===== config.mk =====
export PLATFORM = sky130hd
export DESIGN_NAME = control_unit
export DESIGN_NICKNAME = d
export VERILOG_FILES = /design/src/rtl/control_pkg.sv /design/src/rtl/alu_decoder.sv /design/src/rtl/control_unit.sv
export SDC_FILE = /design/constraint.sdc
export NUM_CORES = 1
export LEC_CHECK = 0
export ABC_AREA = 1
export BUFFER_PORTS_ARGS = -buffer_cell sky130_fd_sc_hd__buf_2
export CAP_MARGIN = 20
export CORE_MARGIN = 5
export CORE_UTILIZATION = 39
export CTS_CLUSTER_DIAMETER = 60
export DETAILED_ROUTE_END_ITERATION = 10
export GPL_TIMING_DRIVEN = 0
export PLACE_DENSITY = 0.78
export SLEW_MARGIN = 20
export SYNTH_ARGS = -nofsm -noshare
export SYNTH_HDL_FRONTEND = slang
export SYNTH_HIERARCHICAL = 1
export SYNTH_SLANG_ARGS = --single-unit

===== constraint.sdc =====
create_clock -name clk -period 0.8 [get_ports clk]
set_clock_uncertainty 0.15 [all_clocks]
set_input_delay 0.16 -clock clk [delete_from_list [all_inputs] [get_ports clk]]
set_output_delay 0.16 -clock clk [all_outputs]
set_load 0.01 [all_outputs]

===== src/rtl/control_pkg.sv =====
// Shared encodings for the RV32I-subset main decoder: opcodes, ALU operations,
// immediate formats, status flag positions and the registered control bundle.
package control_pkg;

    localparam logic [6:0] OP_R      = 7'b0110011;
    localparam logic [6:0] OP_IMM    = 7'b0010011;
    localparam logic [6:0] OP_LOAD   = 7'b0000011;
    localparam logic [6:0] OP_STORE  = 7'b0100011;
    localparam logic [6:0] OP_BRANCH = 7'b1100011;

    typedef enum logic [3:0] {
        ALU_ADD  = 4'b0000,
        ALU_SUB  = 4'b0001,
        ALU_SLL  = 4'b0010,
        ALU_SLT  = 4'b0011,
        ALU_SLTU = 4'b0100,
        ALU_XOR  = 4'b0101,
        ALU_SRL  = 4'b0110,
        ALU_SRA  = 4'b0111,
        ALU_OR   = 4'b1000,
        ALU_AND  = 4'b1001
    } aluop_e;

    localparam logic [1:0] IMM_I    = 2'b00;
    localparam logic [1:0] IMM_S    = 2'b01;
    localparam logic [1:0] IMM_B    = 2'b10;
    localparam logic [1:0] IMM_NONE = 2'b11;

    localparam int ST_Z = 4;
    localparam int ST_N = 3;
    localparam int ST_C = 2;
    localparam int ST_V = 1;

    typedef enum logic [2:0] {
        CLS_NOP,
        CLS_R,
        CLS_IMM,
        CLS_LOAD,
        CLS_STORE,
        CLS_BRANCH
    } op_class_e;

    typedef struct packed {
        logic       pcsrc;
        logic       alusrc;
        aluop_e     aluop;
        logic       memrw;
        logic       wb;
        logic       regrw;
        logic [1:0] immgen_ctrl;
    } ctrl_t;

    function automatic op_class_e classify(input logic [6:0] opcode);
        case (opcode)
            OP_R:      return CLS_R;
            OP_IMM:    return CLS_IMM;
            OP_LOAD:   return CLS_LOAD;
            OP_STORE:  return CLS_STORE;
            OP_BRANCH: return CLS_BRANCH;
            default:   return CLS_NOP;
        endcase
    endfunction

endpackage


===== src/rtl/alu_decoder.sv =====
// Combinational ALU operation select from funct3, the funct7 alternate bit
// and the opcode class.
module alu_decoder
    import control_pkg::*;
(
    input  logic [2:0] funct3,
    input  logic       funct7_b30,
    input  op_class_e  op_class,
    output aluop_e     aluop
);

    always_comb begin
        aluop = ALU_ADD;
        case (op_class)
            CLS_R, CLS_IMM: begin
                case (funct3)
                    // ADDI has no SUB form, so bit 30 only matters for register ops here
                    3'b000: aluop = (funct7_b30 && op_class == CLS_R) ? ALU_SUB : ALU_ADD;
                    3'b001: aluop = ALU_SLL;
                    3'b010: aluop = ALU_SLT;
                    3'b011: aluop = ALU_SLTU;
                    3'b100: aluop = ALU_XOR;
                    3'b101: aluop = funct7_b30 ? ALU_SRA : ALU_SRL;
                    3'b110: aluop = ALU_OR;
                    default: aluop = ALU_AND;
                endcase
            end
            CLS_BRANCH: aluop = ALU_SUB;
            default:    aluop = ALU_ADD;
        endcase
    end

endmodule


===== src/rtl/control_unit.sv =====
// Main decoder: classifies the opcode, resolves branch conditions from the ALU
// flags and registers the full control bundle with one cycle of latency.
module control_unit
    import control_pkg::*;
(
    input  logic        clk,
    input  logic        rst,
    input  logic [4:0]  status,
    input  logic [31:0] instr,
    output logic        pcsrc,
    output logic        alusrc,
    output logic [3:0]  aluop,
    output logic        memrw,
    output logic        wb,
    output logic        regrw,
    output logic [1:0]  immgen_ctrl
);

    op_class_e op_class;
    aluop_e    aluop_dec;
    logic      branch_taken;
    ctrl_t     ctrl_d;
    ctrl_t     ctrl_q;
    logic      unused_bits;

    assign op_class    = classify(instr[6:0]);
    assign unused_bits = ^{status[0], instr[31], instr[29:15], instr[11:7]};

    alu_decoder u_alu_decoder (
        .funct3     (instr[14:12]),
        .funct7_b30 (instr[30]),
        .op_class   (op_class),
        .aluop      (aluop_dec)
    );

    always_comb begin
        branch_taken = 1'b0;
        case (instr[14:12])
            3'b000: branch_taken = status[ST_Z];
            3'b001: branch_taken = ~status[ST_Z];
            3'b100: branch_taken = status[ST_N] ^ status[ST_V];
            3'b101: branch_taken = ~(status[ST_N] ^ status[ST_V]);
            3'b110: branch_taken = ~status[ST_C];
            3'b111: branch_taken = status[ST_C];
            default: branch_taken = 1'b0;
        endcase
    end

    always_comb begin
        ctrl_d             = '0;
        ctrl_d.aluop       = aluop_dec;
        ctrl_d.immgen_ctrl = IMM_NONE;
        case (op_class)
            CLS_R: begin
                ctrl_d.regrw = 1'b1;
            end
            CLS_IMM: begin
                ctrl_d.alusrc      = 1'b1;
                ctrl_d.regrw       = 1'b1;
                ctrl_d.immgen_ctrl = IMM_I;
            end
            CLS_LOAD: begin
                ctrl_d.alusrc      = 1'b1;
                ctrl_d.regrw       = 1'b1;
                ctrl_d.wb          = 1'b1;
                ctrl_d.immgen_ctrl = IMM_I;
            end
            CLS_STORE: begin
                ctrl_d.alusrc      = 1'b1;
                ctrl_d.memrw       = 1'b1;
                ctrl_d.immgen_ctrl = IMM_S;
            end
            CLS_BRANCH: begin
                ctrl_d.pcsrc       = branch_taken;
                ctrl_d.immgen_ctrl = IMM_B;
            end
            default: begin
                ctrl_d.aluop = ALU_ADD;
            end
        endcase
    end

    always_ff @(posedge clk or negedge rst) begin
        if (!rst) begin
            ctrl_q <= '0;
        end else begin
            ctrl_q <= ctrl_d;
        end
    end

    assign pcsrc       = ctrl_q.pcsrc;
    assign alusrc      = ctrl_q.alusrc;
    assign aluop       = ctrl_q.aluop;
    assign memrw       = ctrl_q.memrw;
    assign wb          = ctrl_q.wb;
    assign regrw       = ctrl_q.regrw;
    assign immgen_ctrl = ctrl_q.immgen_ctrl;

endmodule


==> results.yml <==
yosys:
  ys.warnings.count: 6
  synth_top_area_share_pct: 41.0
  ys_top_cells_by_count: "nand2_1, nor2_1, inv_1"
  netlist_area_um2: 671
  synth_cells: 100
  yosysMostFrequentCell: "nand2_1"
  synth-edff-count: 0
  ys.flop_type: "dfrtp_1"
  async_flop_share_pct: 100
  netlist_top_cells_area: "dfrtp_1, nand2_1, nor2_1"
  synth_top_area_cell: "dfrtp_1"
  synth-simple-area-share_pct: 40.3
  synthDistinctLibCells: 18
  synth_mux_area_share_pct: 0
  synth_seq_cells: 11
  yosys.area_share.xor_xnor_pct: 0
  syn-num-nets: 139
  synth_top_family_by_area: "simple AND/OR/NAND/NOR gates"
  synthAdderAreaFrac_pct: 0
  synth-seq-area-share_pct: 41.0
  syn_avg_cell_area_um2: 6.71
  synth_compound_area_share_pct: 7.46
cells_and_area:
  diodes: 0
  final_nets: 183
  drive_gt1_share_pct: 47.6
  nFillCells: 148
  area_growth_pct: 66.4
  fin_cells: 160
timing:
  setup_viol: 20
  hold_viol_final: 0
  fin_crit_ns: 1.30
  tightest_slew_ns: 0.318
  fin_crit_sh_pct: 163
  max_freq_mhz: 767
  drv_slew: 0
  setup_ws_ns: -0.503
  setup_tns_ns: -4.84
  fin_hold_ws_ns: 0.0594
  relSlewSlack_pct: 78.7
  rsz0062_at_grt: "yes"
critical_path:
  crit_type: "input pin to flop"
  required_ns: 0.80
  crit_start: "instr[3]"
  end_kind: "flop"
  path_max_fanout: 3
  startpoint_type: "input pin"
  arrival_ns: 1.30
drt:
  dr.pass1.iters: 3
  totalWireLength_um: 1630
  postRouteAntennaNets: 0
  wl_per_cell_um: 10.2
  first_iter_violations: 7
  vias: 748
  drc: 0
  viasPerCell: 4.68
floorplanning:
  ios: 50
  dieWidth_um: 51.5
  core_area_um2: 1690
  initial_core_util_pct: 39.7
  die_y_um: 51.5
  design.die.area_um2: 2650
  row_count: 15
outcome:
  status: "finished with violations"
  violations: "negative setup slack"
placed_design:
  dp_cells: 144
  port_buffers: 27
  gp_congestion: 0.698
  dp_hpwl_um: 1160
hold_path:
  hold_path.startpoint: "instr[0]"
  hold_path_class: "input pin to flop"
grt:
  grt_remaining_overflow: 0
  grt_max_degree: 12
  grt_pass1_wl_um: 2810
  grt_usage_pct: 14.1
  grt_antenna_before_repair: 0
  grt_pass1_vias: 717
clock_network:
  tritoncts: "yes"
  clockBufferDepth: 2
  cts_made_buffers: 3
  cts_max_level: 1
  numClockSinks: 11
  cts.clk_slew.worst_paths_ns: 0.06
  clockRootBuffer: "clkbuf_4"
power_and_ir_drop:
  p_leak_uw: 0.000581
  ir_drop_v: 0.000466
  power.density_nw_per_um2: 1060
flow_run:
  cap_violations: 0
==> cells by family (layout without fill, tap and decap cells) <==
kind of cell	after synthesis	after routing
flip-flops	11	11
AO/OA/AOI/OAI	8	8
buffers and inverters	20	63
AND/OR/NAND/NOR	61	61
==> worst paths after layout <==
kind	to	slack (ns)	depth (start not counted)
min in group asynchronous	immgen_ctrl[1]	0.15	2
hold / removal	memrw	0.06	3
max in group asynchronous	aluop[3]	0.16	2
setup / recovery	aluop[1]	-0.50	10
==> report_power, final <==
group / leakage [µW] / internal (µW) / total (µW) / switching, µW
clock: 0.0000150 / 192 / 342 / 150
sequential: 0.000143 / 560 / 561 / 0.730
combinational: 0.000423 / 136 / 286 / 150
total: 0.000581 / 887 / 1190 / 301
==> worst max-delay path, cell delays in order <==
cell      delay [ns]
buf_8           0.10
nor3_4          0.24
nand2_2         0.11
nor2_4          0.15
nor2_4          0.06
buf_6           0.12
o211ai_1        0.19
inv_1           0.07
inv_1           0.06
nor2_1          0.04
==> layout by cell type (no fill, tap or decap), types with 2 or more instances in the layout <==
cell type,count
inv_2,4
buf_8,5
buf_4,8
nand3_1,4
nor2_4,7
nand2_4,2
nor2_1,13
dfrtp_1,11
clkbuf_4,3
buf_2,21
buf_6,4
nor2_2,3
nand2_2,2
inv_1,15
a21oi_2,2
nand2_1,25
==> stage by stage <==
step                worst slack (ns)  area, µm²  utilization, %  total power (µW)
CTS                           -0.533       1070            63.5              1180
detailed placement            -0.851        856            50.7               764
floorplan                     -0.550        699               -               670
finish                        -0.503       1120            66.1              1190
global route                  -0.590       1120            66.1              1290
global placement              -0.786        856            50.7               758
==> sequential cells by signal (all words and copies together) (netlist names) <==
signal       count
alusrc           1
regrw            1
immgen_ctrl      2
aluop            4
wb               1
memrw            1
pcsrc            1
==> routing by layer <==
layer  routed length (µm)  share of wire [%]  global-route usage (%)
met1                  612                 38                    13.7
met2                  897                 55                    27.1
met3                  109                6.7                    3.50
met4                   12               0.74                    6.55
met5                    0                  0                       0
==> area by class of cell <==
type	count	area, µm²	area share, %
Multi-Input combinational cell	69	420	37.7
Timing Repair Buffer	39	295	26.5
Sequential cell	11	275	24.7
Inverter	20	77.6	6.95
Clock buffer	4	26.3	2.35
Tap cell	17	21.3	1.91
==> what timing repair did <==
item | CTS | global route
hold buffers | 1 | 0
pin swaps | 13 | 17
setup buffers | 10 | 3
endpoints found under the setup margin | 18 | 21
resized for setup | 25 | 13
hold endpoints to repair | 11 | 0
Note: power is estimated with default switching activity, not from simulation.
